==> src/rtl/seq_detector_counter.sv <==
// Serial PAT_LEN-bit pattern detector with per-period saturating hit counter.
// Build option: define SEQ_DET_OVERLAP_EN to count overlapping matches.
module seq_detector_counter #(
  parameter int                 PAT_LEN = 4,
  parameter logic [PAT_LEN-1:0] PATTERN = 4'b1011,
  parameter int                 CNT_W   = 16
) (
  input  logic             clk,
  input  logic             reset,
  input  logic             en,
  input  logic             bit_in,
  input  logic             period_tick,
  output logic             det_pulse,
  output logic [CNT_W-1:0] count_out,
  output logic             count_sat,
  output logic             count_valid
);
  localparam int                FILL_W    = (PAT_LEN > 2) ? $clog2(PAT_LEN) : 1;
  localparam logic [FILL_W-1:0] FILL_FULL = FILL_W'(PAT_LEN - 1);
  localparam logic [CNT_W-1:0]  CNT_MAX   = '1;

  logic [PAT_LEN-2:0] hist_q, hist_d;
  logic [FILL_W-1:0]  fill_q, fill_d;
  logic [CNT_W-1:0]   run_cnt_q, run_cnt_d;
  logic               run_sat_q, run_sat_d;
  logic               det_q, det_d;
  logic [CNT_W-1:0]   cnt_out_q, cnt_out_d;
  logic               cnt_sat_q, cnt_sat_d;
  logic               cv_q, cv_d;

  logic [PAT_LEN-1:0] win;
  logic               full;
  logic               hit;

  always_ff @(posedge clk) begin
    if (reset) begin
      hist_q    <= '0;
      fill_q    <= '0;
      run_cnt_q <= '0;
      run_sat_q <= 1'b0;
      det_q     <= 1'b0;
      cnt_out_q <= '0;
      cnt_sat_q <= 1'b0;
      cv_q      <= 1'b0;
    end else begin
      hist_q    <= hist_d;
      fill_q    <= fill_d;
      run_cnt_q <= run_cnt_d;
      run_sat_q <= run_sat_d;
      det_q     <= det_d;
      cnt_out_q <= cnt_out_d;
      cnt_sat_q <= cnt_sat_d;
      cv_q      <= cv_d;
    end
  end

  // fill saturates at PAT_LEN-1, so "full" means PAT_LEN-1 bits are already
  // banked and the incoming bit completes a valid window.
  always_comb begin
    win  = {hist_q, bit_in};
    full = (fill_q == FILL_FULL);
    hit  = en && full && (win == PATTERN);
  end

  always_comb begin
    hist_d    = hist_q;
    fill_d    = fill_q;
    run_cnt_d = run_cnt_q;
    run_sat_d = run_sat_q;
    cnt_out_d = cnt_out_q;
    cnt_sat_d = cnt_sat_q;
    det_d     = hit;
    cv_d      = 1'b0;
    if (en) begin
      hist_d = win[PAT_LEN-2:0];
      if (!full) fill_d = fill_q + FILL_W'(1);
`ifndef SEQ_DET_OVERLAP_EN
      // Non-overlapping: a match consumes its bits, next one needs a fresh window.
      if (hit) begin
        hist_d = '0;
        fill_d = '0;
      end
`endif
      if (period_tick) begin
        // Boundary bit belongs to the new period; publish the old one untouched.
        cnt_out_d = run_cnt_q;
        cnt_sat_d = run_sat_q;
        cv_d      = 1'b1;
        run_cnt_d = CNT_W'(hit);
        run_sat_d = 1'b0;
      end else if (hit) begin
        if (run_cnt_q == CNT_MAX) run_sat_d = 1'b1;
        else                      run_cnt_d = run_cnt_q + CNT_W'(1);
      end
    end
  end

  assign det_pulse   = det_q;
  assign count_out   = cnt_out_q;
  assign count_sat   = cnt_sat_q;
  assign count_valid = cv_q;

endmodule

==> config.mk <==
export PLATFORM = sky130hd
export DESIGN_NAME = seq_detector_counter
export DESIGN_NICKNAME = d
export VERILOG_FILES = /design/src/rtl/seq_detector_counter.sv
export SDC_FILE = /design/constraint.sdc
export NUM_CORES = 1
export LEC_CHECK = 0
export CORE_MARGIN = 3
export CORE_UTILIZATION = 58
export DETAILED_ROUTE_END_ITERATION = 6
export PLACE_DENSITY = 0.83
export SYNTH_ARGS = -nofsm -noshare
export SYNTH_HDL_FRONTEND = slang
export SYNTH_SLANG_ARGS = --single-unit
==> constraint.sdc <==
create_clock -name clk -period 2.9 [get_ports clk]
set_input_delay 0.435 -clock clk [delete_from_list [all_inputs] [get_ports clk]]
set_output_delay 0.435 -clock clk [all_outputs]
set_load 0.02 [all_outputs]
[Word level (Yosys, flattened, before mapping)]
Index checks and enable logic that the tools add are counted.
Operators by class
  bitwise operators: 1
  shifts and indexed selects: 0
  div/mod/pow operators: 0
  mux-type cells: 10
  $lt $le $gt $ge: 0
  reduce and logical (&&, ||, !) cells: 9
  eq/ne operators: 5
  add/subtract/negate cells: 2
  multiply operators: 0
Operators by type and width (number)
  16-bit 2-to-1 mux: 3
  16-bit by 1-bit adder with 16-bit output (second input constant): 1
  16-bit equality test (second input constant): 1
  3-bit AND reduction: 2
  4-bit equality test (second input constant): 1
  1-bit 2-to-1 mux: 4
  2-bit 2-to-1 mux: 2
  2-bit inequality test (second input constant): 2
  2-bit AND reduction: 2
  2-bit nonzero test: 2
  3-bit 2-to-1 mux: 1
  2-bit by 1-bit adder with 2-bit output (second input constant): 1
  2-bit equality test (second input constant): 1
  1-bit logical AND: 2
  2-bit OR reduction: 1
  1-bit NOT: 1
Storage, ports and cells
  output and inout port bits: 19
  bits in latches: 0
  flip-flop bits (word level): 41
  ROM bits: 0
  word-level logic and storage cells: 35
  input port bits: 5
  memories kept: 0
  bits in writable memories: 0

[Longest topological paths before layout]
  depth after elaboration: 5
  depth in mapped cells: 7
  depth with buffers taken out: 6

[Worst setup path before layout]
Ideal clock, no wire load.
  kind: reg-to-reg
  start point: reg fill_q[0]
  end point: reg run_cnt_q[11]
  path buffers: 1
  cell stages (with the launch flop): 8
  setup time: 0.062 ns
  data required time: 2.838 ns
  data arrival time: 1.844 ns
  period minus slack after synthesis: 1.907 ns
  path slack: 0.993 ns
  cells stage by stage: dfxtp_1 ha_1 and4b_2 nand2_4 a311o_1 buf_6 or4_1 nand3_1
Between the ends
  word-level cells in the longest chain between the ends: 5
Ends and longest elaborated chain
  start, declared: RTL line 23  | logic [FILL_W-1:0] fill_q, fill_d;
  start signal, assigned: RTL line 47  | fill_q <= fill_d;
  2-bit equality test: RTL line 61  | full = (fill_q == FILL_FULL);
  1-bit logical AND (2 in a row): RTL line 62  | hit = en && full && (win == PATTERN);
  2-bit nonzero test (no source line)
  3-bit AND reduction (no source line)
  end signal, assigned: RTL line 48  | run_cnt_q <= run_cnt_d;
  end, declared: RTL line 24  | logic [CNT_W-1:0] run_cnt_q, run_cnt_d;
No other way between the ends.
A chain may end at the register's enable or synchronous reset.

[Worst setup path in the final report]
  start point: in en
  end point: reg run_cnt_q[13]
Between the ends
  word-level cells in the longest chain between the ends: 4
Ends and longest elaborated chain
  start, declared: RTL line 10  | input logic en,
  1-bit logical AND (2 in a row): RTL line 62
  2-bit nonzero test (no source line)
  3-bit AND reduction (no source line) *
Mark *: on every way between the ends. The rest lies on a longest branch, timed or not.

==> flow_summary_export.csv <==
group,metric,value,unit
place,io_buffer_count,23,
floorplanning,die-area,4000,sq um
critical_path,critPathBufInv,1,
clock_tree,cts_hold_buf,0,
drt,routed_via_density,5.95,
logic_synthesis,syn_nets,242,
power,p_leak,0.730,nW
min_path,hold_class,"flop to flop",
grt,grt_pass1_wl,6.98,mm
floorplanning,start_util,0.613,
drt,via_count,1762,
drt,drc,0,
timing,rsz0062_at_grt,"false",
floorplanning,dieHeight,63.3,um
clock_tree,htree_levels,2,
run_status,status,"complete, no violations",
logic_synthesis,seq_area_frac_synth,0.431,
critical_path,crit_required,3190,ps
floorplanning,core_area,3100,sq um
critical_path,critPathMaxFanout,10,
clock_tree,ctsResizeCount,0,
logic_synthesis,synth_edf_count,0,
critical_path,critPathMaxStageDelay,640,ps
timing,holdWs,461,ps
grt,grt_pass1_vias,1615,
critical_path,crit_type,"input port to flop",
critical_path,cp_top_family,"simple AND/OR/NAND/NOR gates",
timing,finalSetupTns,0,ps
place,place_area,2100,sq um
layout,antenna_cells,0,
drt,drt_first_iter_violations,107,
clock_tree,cts_buffers,5,
critical_path,arrival,2470,ps
power,power_per_cell_area,449,nW/um^2
logic_synthesis,ys_ff_latch,41,
clock_tree,cts_max_path_buffers,2,
floorplanning,die_x,63.3,um
clock_tree,clk_latency,340,ps
drt,wl_per_cell,13.5,um
layout,synthToLayoutAreaGrowth,14.0,%
logic_synthesis,synth_area,1900,sq um
place,dpl.hpwl,2.87,mm
power,vdd_ir_drop_max,0.293,mV
drt,dr.pass1.iters,4,
critical_path,cp-end-kind,"flop",
floorplanning,num_io_pins,24,
drt,ant_nets,0,
layout,multiInputGateArea,950,sq um
grt,grt_usage,0.220,
timing,finClkSkew,3.68,ps
grt,antenna_found_initial,0,
clock_tree,clk_pin_slew,110,ps
logic_synthesis,ys_types,43,
layout,regArea,821,sq um
timing,period_needed,2180,ps
logic_synthesis,yosys_warnings,0,
timing,setup_violations,0,
critical_path,worst_setup_path_start_kind,"input port",
clock_tree,cts-root-buf,"clkbuf_4",
critical_path,critical-path-slowest-cell,"clkdlybuf4s50_1",
clock_tree,clock-sinks,41,
timing,fmax,460,MHz
grt,overflow,0,
timing,worst_pin_slew,638,ps
timing,hold_viol_final,0,
layout,nFillCells,282,
timing,slew_headroom,0.574,
timing,period_share,0.750,
critical_path,cp_cell_sequence,"clkdlybuf4s50_1, and2_2, nand2_4, a311o_1, or4_1, nand3_1",
job,max_cap_violations,0,
logic_synthesis,synth_cells,235,
logic_synthesis,synth_flop_cell,"dfxtp_1",
place,place_congestion,0.879,
layout,fin_nets,259,
grt,grt_max_degree,22,
drt,wirelength,3.99,mm
logic_synthesis,async_flop_share,0,
layout,final_layout_size_suffix_gt1_frac,0.0754,
floorplanning,num_rows,20,
clock_tree,cts_setup_buffers,0,
clock_tree,cts_tree,"yes",
timing,drv_slew,0,
power,power,0.000975,W
layout,stdcell_area,2170,sq um
logic_synthesis,syn_avg_cell_area,8.10,sq um
==> worst register-to-register path: cells and delay by family (launching register included) <==
family	cells	cell delay [ps]
simple gates	4	990
compound gates	1	450
flops	1	370
fa+ha+maj	1	200
==> stage by stage <==
stage	std cells	utilization	worst slack, ps
after floorplan	235	-	993
after global placement	289	0.676	439
after detailed placement	289	0.676	369
after CTS	296	0.699	747
after global routing	296	0.699	634
final	296	0.699	724
==> cell usage in the layout (no fill, tap or decap), drive strengths merged, types with 4 or more instances in the layout <==
cell and instances:
nand2 54, inv 5, nor3 4, a21oi 25, o21ai 5, nand4 5, o211ai 4, clkbuf 5
nand3 18, or4 7, dfxtp 41, clkdlybuf4s50 23, nor2 15
==> final cells by class <==
type,count,area share
Multi-Input combinational cell,173,0.438
Sequential cell,41,0.378
Timing Repair Buffer,26,0.116
Tap cell,44,0.0254
Clock buffer,5,0.0173
Clock inverter,2,0.0161
Inverter,5,0.00865
==> flip-flops by register name, indices dropped and copies added, names as in the netlist <==
name and cells:
count_out 16, run_sat_q 1, count_sat 1, fill_q 2, hist_q 3, det_pulse 1, run_cnt_q 16, count_valid 1
==> cells in the mapped netlist, drive strengths merged (2+ instances only) <==
cell type / n / area share
and2: 3 / 0.011
mux2i: 3 / 0.016
nor3: 4 / 0.011
or4: 7 / 0.028
nand4b: 3 / 0.014
o21ai: 5 / 0.013
nor2: 15 / 0.031
o311ai: 2 / 0.0092
ha: 2 / 0.013
nand4: 5 / 0.016
clkbuf: 10 / 0.030
dfxtp: 41 / 0.43
buf: 6 / 0.030
nor4: 3 / 0.0099
a41oi: 2 / 0.0092
inv: 5 / 0.0099
o211ai: 4 / 0.016
nand3: 18 / 0.047
nand2: 54 / 0.11
and4: 3 / 0.015
a21oi: 25 / 0.066
==> layer usage <==
layer | global-route usage | vias to the layer above | wire (um)
met5 | 0 | - | 0
met4 | 0.105 | 0 | 53
met3 | 0.0446 | 5 | 282
met2 | 0.372 | 74 | 1920
met1 | 0.265 | 814 | 1740
li1 | - | 869 | -
==> power by group <==
part            total, W  switching [W]  internal [W]  leakage [nW]
Sequential      0.000571     0.00000306      0.000568         0.331
Clock           0.000351       0.000175      0.000176        0.0410
Combinational  0.0000529      0.0000347     0.0000183         0.358
Total           0.000975       0.000213      0.000762         0.730
==> kinds of logic after synthesis <==
group	after synthesis	share of synthesized area
xor gates and xnor gates	1	0.00460
adders and majority gates	2	0.0131
buffers and inverters	21	0.0697
muxes	3	0.0158
DFF	41	0.431
AOI/OAI and AO/OA	46	0.149
and+or+nand+nor	121	0.317
==> worst paths after layout <==
kind                     start            end  slack [ps]  depth (start not counted)
hold reg to reg   count_out[5]   count_out[5]         460                          2
hold / removal    count_out[5]   count_out[5]         460                          2
setup / recovery            en  run_cnt_q[13]         720                          6
setup reg to reg     fill_q[0]  run_cnt_q[13]         840                          6
No activity file was read; power rests on OpenSTA's default activity.
